===== src/rtl/pipeline_alu.sv =====
// Four-stage register-to-register ALU pipeline: operand read, ALU, register
// writeback, and memory store. The stage-3/4 result register drives zout.
module pipeline_alu #(
  parameter int unsigned DW   = 16,
  parameter int unsigned NREG = 16,
  parameter int unsigned AW   = 8
) (
  input  logic                     clk,
  input  logic                     rst_n,
  input  logic                     valid,
  input  logic [$clog2(NREG)-1:0]  rs1,
  input  logic [$clog2(NREG)-1:0]  rs2,
  input  logic [$clog2(NREG)-1:0]  rd,
  input  logic [3:0]               func,
  input  logic [AW-1:0]            addr,
  output logic [DW-1:0]            zout
);

  localparam int unsigned RW    = $clog2(NREG);
  localparam int unsigned DEPTH = 2 ** AW;

  logic [DW-1:0] regbank [0:NREG-1];
  logic [DW-1:0] mem     [0:DEPTH-1];

  logic          v12, v23, v34;
  logic [DW-1:0] l12_a, l12_b;
  logic [RW-1:0] l12_rd;
  logic [3:0]    l12_func;
  logic [AW-1:0] l12_addr;
  logic [DW-1:0] l23_z;
  logic [RW-1:0] l23_rd;
  logic [AW-1:0] l23_addr;
  logic [DW-1:0] l34_z;
  logic [AW-1:0] l34_addr;
  logic [DW-1:0] alu_z_c;

  // Combinational ALU over the stage-1/2 operands; unused codes yield zero.
  always_comb begin
    alu_z_c = '0;
    unique case (l12_func)
      4'd0:    alu_z_c = l12_a + l12_b;
      4'd1:    alu_z_c = l12_a - l12_b;
      4'd2:    alu_z_c = l12_a * l12_b;
      4'd3:    alu_z_c = l12_a;
      4'd4:    alu_z_c = l12_b;
      4'd5:    alu_z_c = l12_a & l12_b;
      4'd6:    alu_z_c = l12_a | l12_b;
      4'd7:    alu_z_c = l12_a ^ l12_b;
      4'd8:    alu_z_c = ~l12_a;
      4'd9:    alu_z_c = ~l12_b;
      4'd10:   alu_z_c = l12_a >> 1;
      4'd11:   alu_z_c = l12_a << 1;
      default: alu_z_c = '0;
    endcase
  end

  // Stages 1-3 and the register bank; payload registers only load behind a
  // valid bit so idle-cycle garbage never enters the pipe.
  always_ff @(posedge clk or negedge rst_n) begin
    if (!rst_n) begin
      v12      <= 1'b0;
      v23      <= 1'b0;
      v34      <= 1'b0;
      l12_a    <= '0;
      l12_b    <= '0;
      l12_rd   <= '0;
      l12_func <= '0;
      l12_addr <= '0;
      l23_z    <= '0;
      l23_rd   <= '0;
      l23_addr <= '0;
      l34_z    <= '0;
      l34_addr <= '0;
      for (int unsigned i = 0; i < NREG; i++) begin
        regbank[i] <= DW'(i);
      end
    end else begin
      v12 <= valid;
      v23 <= v12;
      v34 <= v23;
      if (valid) begin
        l12_a    <= regbank[rs1];
        l12_b    <= regbank[rs2];
        l12_rd   <= rd;
        l12_func <= func;
        l12_addr <= addr;
      end
      if (v12) begin
        l23_z    <= alu_z_c;
        l23_rd   <= l12_rd;
        l23_addr <= l12_addr;
      end
      if (v23) begin
        regbank[l23_rd] <= l23_z;
        l34_z           <= l23_z;
        l34_addr        <= l23_addr;
      end
    end
  end

  // Stage 4 store; memory contents survive reset, v34 is cleared by it.
  always_ff @(posedge clk) begin
    if (v34) begin
      mem[l34_addr] <= l34_z;
    end
  end

  assign zout = l34_z;

endmodule


===== config.mk =====
export PLATFORM = sky130hd
export DESIGN_NAME = pipeline_alu
export DESIGN_NICKNAME = d
export VERILOG_FILES = /design/src/rtl/pipeline_alu.sv
export SDC_FILE = /design/constraint.sdc
export NUM_CORES = 1
export LEC_CHECK = 0
export CORE_UTILIZATION = 30
export DETAILED_ROUTE_END_ITERATION = 6
export GPL_ROUTABILITY_DRIVEN = 0
export PLACE_DENSITY = 0.46
export SKIP_LAST_GASP = 1
export SLEW_MARGIN = 5
export SYNTH_ARGS = -nofsm -noshare
export SYNTH_HDL_FRONTEND = slang
export SYNTH_SLANG_ARGS = --single-unit

===== constraint.sdc =====
create_clock -name clk -period 6.8 [get_ports clk]
set_input_delay 1.02 -clock clk [delete_from_list [all_inputs] [get_ports clk]]
set_output_delay 1.02 -clock clk [all_outputs]
set_load 0.03 [all_outputs]

==> summary.txt <==
Status
  – Status: finished, final reports clean

GRT
  – First-pass GRT wire length: 109000 µm
  – Largest net degree at the start of global routing: 149
  – Vias in the first global route: 16400
  – GR Util All Layers: 19.1%
  – Global route overflow: 0
  – Initial antenna violation count: 2

Floorplanning
  – # IOs: 43
  – Starting Density: 30.4%
  – Die height: 277 µm
  – Core footprint: 74700 µm²
  – Chip Width: 277 µm
  – Die ar.: 76900 µm²
  – Row cnt: 100

Clock network
  – Clk Tree Root Cell: clkbuf_16
  – Hold bufs inserted after CTS: 0
  – Post-CTS Setup Bufs: 0
  – Depth of the CTS H-tree: 2
  – CTS tree: built
  – Reg clk slew, reported paths: 0.08 ns
  – Sink Count: 334
  – CTS Buf Count: 40
  – Max Buffers Root-to-Sink: 3
  – Post-CTS sizing: 0
  – Clk Latency, worst-skew pair: 0.58 ns

Placement
  – HPWL Detailed: 47900 µm
  – Port Buffers: 34

Setup path
  – CP required: 7.22 ns
  – Reg2Reg Depth: 18
  – Worst Path Arrival: 6.72 ns
  – Crit end category: flop
  – CP Launch Type: flop
  – Worst r2r src: l12_b[3]$_DFFE_PN0P_
  – CP startpoint: l12_b[3]$_DFFE_PN0P_
  – Crit Path Max Fanout: 13
  – R2R Setup Slk: 0.50 ns
  – CP Class: flop to flop

Final layout
  – Share of cells above drive strength 1: 31.8%
  – Final #Nets: 2098
  – Area grow syn2layout: 12.8%

Power and ir drop
  – Power Density: 426 nW/µm²
  – Peak supply drop: 0.173 mV
  – Leak pwr: 0.0111 µW

Timing
  – Final period utilization: 92.7%
  – RSZ-0062 raised after global routing: false
  – Fin. Hold Viols: 0
  – Clock skew: 0.0427 ns
  – Final Max Tran Viols: 0
  – Endpoints failing setup: 0
  – Max frequency: 159 MHz
  – Least-Margin Pin Slew: 1.14 ns
  – Hold_ws: 0.492 ns
  – Worst slew margin: 23.9%
  – Setup Total Neg Slack: 0 ns
  – Fin crit period: 6.30 ns

Route
  – Via/cell ratio: 5.35
  – DRC Markers: 0
  – 1st-iter DRT viols: 993
  – Final WL: 72300 µm
  – WL per Instance: 25.0 µm
  – Final ANT Viol Nets: 0
  – Vias: 15500
  – TritonRoute pass-1 iters: 5

Job
  – Max-Cap Viols: 0

Min path
  – HP Start: regbank[115]$_DFFE_PN1P_
  – Hold crit path type: flop to flop
  – WHS Path Cells: 2

Logic synthesis
  – Number of synthesized flops with an enable pin: 0
  – #FFs+latches synth: 334
  – Syn Inst Count: 1904
  – Cell Area, Synth: 22700 µm²
  – Library cells used by synthesis: 70
  – Asr flop ratio synth: 100%
  – Net Count, Synth: 2109
  – Warnings, synthesis: 0
  – Synth Area per Inst: 11.9 µm²
  – Top FF cell, synth: dfrtp_1
  – Sequential share of the synthesized area: 36.9%
==> cell families after synthesis <==
group                    synth area share (%)
AND/OR/NAND/NOR                          6.67
flip-flops                               36.9
AO/OA/AOI/OAI                            6.89
adder cells (fa/ha/maj)                  12.5
XOR/XNOR                                 2.18
multiplexers                             29.9
buffers and inverters                    5.02
==> area by class of cell <==
cell class,count,area [µm²]
clock buffers,58,1210
well taps,969,1210
diodes,1,2.50
repair buffers,83,701
flip-flops and latches,334,8400
clock inverters,13,240
inverters,158,593
fillers,7340,49100
multi-input cells,1276,13300
==> power by group <==
group | total [µW] | switching (µW) | internal (µW)
combinational | 4960 | 2590 | 2370
clock | 2360 | 890 | 1470
sequential | 3620 | 833 | 2790
total | 10900 | 4310 | 6620
==> placed cells by master (no fill, tap or decap), types with 11 or more instances in the layout <==
| cell type | n |
|---|---|
| mux4_2 | 160 |
| a21oi_1 | 44 |
| inv_1 | 147 |
| a221oi_1 | 11 |
| nor2_1 | 115 |
| clkbuf_16 | 42 |
| fa_1 | 81 |
| xor2_1 | 11 |
| nand2_1 | 160 |
| dfstp_2 | 32 |
| ha_1 | 97 |
| o21ai_0 | 83 |
| buf_4 | 50 |
| xnor2_1 | 43 |
| mux2_2 | 274 |
| dfrtp_1 | 302 |
| nor3_1 | 14 |
| clkdlybuf4s50_1 | 27 |
==> synthesized netlist by cell type, types with 43 or more instances <==
master,count,share of area (%)
o21ai_0,83,1.8
dfrtp_1,302,33
mux4_2,160,16
a21oi_1,44,0.97
nand2_1,160,2.6
ha_1,97,5.3
mux2_2,274,14
xnor2_1,43,1.7
nor2_1,124,2.0
fa_1,81,7.1
clkbuf_1,91,1.5
inv_1,147,2.4
==> sequential cells by signal (all words and copies together), names as in the netlist, 4 cells and up <==
name / count
l12_func: 4
regbank: 256
l12_b: 16
l23_rd: 4
l23_z: 16
l12_a: 16
l12_rd: 4
zout: 16
==> stage by stage <==
stage / cell area, µm² / power, µW / setup WS [ns] / instances / util [%]
6_report: 25600 / 10900 / 0.495 / 2892 / 34.3
5_1_grt: 25600 / 11700 / 0.231 / 2891 / 34.3
4_1_cts: 25600 / 11000 / 0.538 / 2891 / 34.3
3_5_place_dp: 24200 / 8580 / 0.596 / 2820 / 32.4
3_3_place_gp: 24200 / 8440 / 0.599 / 2820 / 32.4
2_1_floorplan: 22700 / 6910 / 1.24 / 1904 / -
==> path summary, 6_finish.rpt <==
check,endpoint
max,l23_z[13]$_DFFE_PN0P_
min,regbank[115]$_DFFE_PN1P_
max reg2reg,l23_z[13]$_DFFE_PN0P_
min reg2reg,regbank[115]$_DFFE_PN1P_
max in group asynchronous,regbank[38]$_DFFE_PN0P_
min in group asynchronous,regbank[149]$_DFFE_PN0P_
==> per-layer routing <==
layer | vias up | track usage (%) | wire length [µm]
li1 | 6780 | - | -
met1 | 8130 | 25.0 | 31500
met3 | 119 | 2.80 | 3470
met2 | 441 | 32.1 | 35100
met4 | 0 | 6.28 | 2210
met5 | - | 0 | 0
==> critical path: stages (launching register included) <==
cell      delay (ns)
dfrtp_1         0.75
clkinv_1        0.49
nor2_1          0.24
fa_1            0.46
fa_1            0.48
ha_1            0.20
fa_1            0.48
inv_1           0.05
fa_1            0.48
fa_1            0.48
inv_1           0.04
ha_1            0.33
o21a_1          0.20
o31ai_1         0.11
a21o_2          0.21
a21oi_1         0.06
or3_1           0.31
a31oi_1         0.55
a32oi_1         0.20
Power figures use the tool's default switching activity.
==> variant, RTL diff (same flow settings) <==
The parameter `NREG` goes from 16 to 32.
--- a/src/rtl/pipeline_alu.sv
+++ b/src/rtl/pipeline_alu.sv
@@ -3,5 +3,5 @@
 module pipeline_alu #(
   parameter int unsigned DW   = 16,
-  parameter int unsigned NREG = 16,
+  parameter int unsigned NREG = 32,
   parameter int unsigned AW   = 8
 ) (
Interface: changed (resized rd, rs1 and rs2); port bits go from 43 to 46. The function was not compared with the original's and may differ.
==> variant against the original RTL <==
Power is 91% higher; core utilization fell by 0.19 points; routed wire length increased by 61%; area after synthesis is 60% higher; final area grew 60%; maximum frequency grew 3.4%; worst setup slack improved by 0.21 ns; sequential cell count is 258 higher.
==> variant: results (changes against the original RTL) <==
| Metric | Value |
|---|---|
| Antenna Cells | `0 (-1)` |
| Source-to-sink clock delay at the later pin of the worst-skew pair | `0.61 ns (+0.03 ns)` |
| Critical path peak fanout | `9 (-4)` |
| Part of the Yosys area used for sequential elements | `40.9% (+4.0 points)` |
| Fraction of layout instances using a drive strength above 1 | `42.1% (+10 points)` |
| Global Route Usage Sum | `19.2% (+0.10 points)` |
| Delay of the slowest cell on the worst path | `0.55 ns (-0.20 ns)` |
| Static Leak | `17.6 nW (+59%)` |
| Iteration-0 DRC count of the detailed router | `1924 (+94%)` |
| Placed Cells | `4206 (+49%)` |
| Worst path slowest cell | `sky130_fd_sc_hd__fa_1` |
| Data arrival time at the worst-slack endpoint | `6.65 ns (-0.07 ns)` |
| Power per cell area | `508 mW/mm^2 (+19%)` |
| H-tree Lvls | `3 (+1)` |
| Floorplan row count | `127 (+27%)` |
| Number of clock buffers inserted by TritonCTS | `73 (+83%)` |
| Switching part of the total | `40.3% (+0.85 points)` |
| Hold_ws | `0.357 ns (-0.135 ns)` |
| Clock group power | `3.90 mW (+65%)` |
| HPWL after DPL | `73.3 mm (+53%)` |
| DR vias/cell | `5.42 (+1.4%)` |
| Initial antenna violation count | `4 (+2)` |
| Area after DPL | `0.0386 mm^2 (+60%)` |
| Area share of fa/ha/maj cells after synthesis | `7.78% (-4.7 points)` |
| Multiplexer area fraction after synthesis | `37.1% (+7.2 points)` |
| Number of different library cells in the post-synthesis netlist | `67 (-4.3%)` |
| Compound-gate portion of the synthesized area | `4.14% (-2.7 points)` |
| R2R Setup Slk | `0.70 ns (+0.21 ns)` |
| Synth top cells by count | `sky130_fd_sc_hd__mux2_2, sky130_fd_sc_hd__dfrtp_1, sky130_fd_sc_hd__mux4_2` |
| Final setup skew | `0.0305 ns (-0.0121 ns)` |
| Detailed-route via count | `23500 (+52%)` |
| Clock slew at the register clock pins of the worst setup and hold paths | `0.06 ns (-0.02 ns)` |
| Worst slew slack as a fraction of its limit | `7.34% (-17 points)` |
| Xor and xnor area share after synthesis | `1.55% (-0.63 points)` |
| Run status | `completed` |
| Wire length of the first global-routing pass | `174 mm (+59%)` |
| Final clock period utilization by the worst path | `89.6% (-3.1 points)` |
| Via count of the first global-routing pass | `25000 (+52%)` |
## variant: cell count changes after synthesis, moves of 9 or more
cell,delta
sky130_fd_sc_hd__clkbuf_1,+62
sky130_fd_sc_hd__a21oi_1,+30
sky130_fd_sc_hd__mux4_2,+160
sky130_fd_sc_hd__nand2_1,-10
sky130_fd_sc_hd__nor2_1,+35
sky130_fd_sc_hd__dfrtp_1,+210
sky130_fd_sc_hd__mux2_2,+248
sky130_fd_sc_hd__o21ai_0,-26
sky130_fd_sc_hd__buf_2,+24
sky130_fd_sc_hd__mux2i_1,+32
sky130_fd_sc_hd__dfstp_2,+48
sky130_fd_sc_hd__xnor2_1,+9
## variant: cell families (layout without fill, tap and decap cells)
logic type	after synthesis	after routing
buffers and inverters	378	401
xor gates and xnor gates	63	63
muxes	884	884
AOI/OAI and AO/OA	234	234
DFF	592	592
and+or+nand+nor	372	372
adders and majority gates	178	178
## variant: area by class of cell
type	count	area (um^2)
repair buffers	115	998
clock inverters	13	163
flip-flops and latches	592	14900
clock buffers	117	2240
well taps	1612	2020
multi-input cells	1731	20100
fillers	11800	79100
inverters	156	586
## variant: layer usage
| layer | up-vias | track usage, % | share of wire, % |
|---|---|---|---|
| li1 | 9887 | - | - |
| met1 | 12700 | 26.0 | 44 |
| met2 | 667 | 31.9 | 49 |
| met3 | 210 | 2.24 | 4.4 |
| met4 | 2 | 6.02 | 2.8 |
| met5 | - | 0 | 0.017 |
## variant: worst paths after layout
path | depth (start not counted) | endpoint | start
worst max-delay path | 19 | l23_z[15] | l12_b[1]
min in group clk | 1 | zout[3] | zout[3]
worst min-delay path | 1 | regbank[93] | rst_n
worst min register to register | 1 | zout[3] | zout[3]
worst max register to register | 19 | l23_z[15] | l12_b[1]
max in group asynchronous | 2 | regbank[208] | rst_n
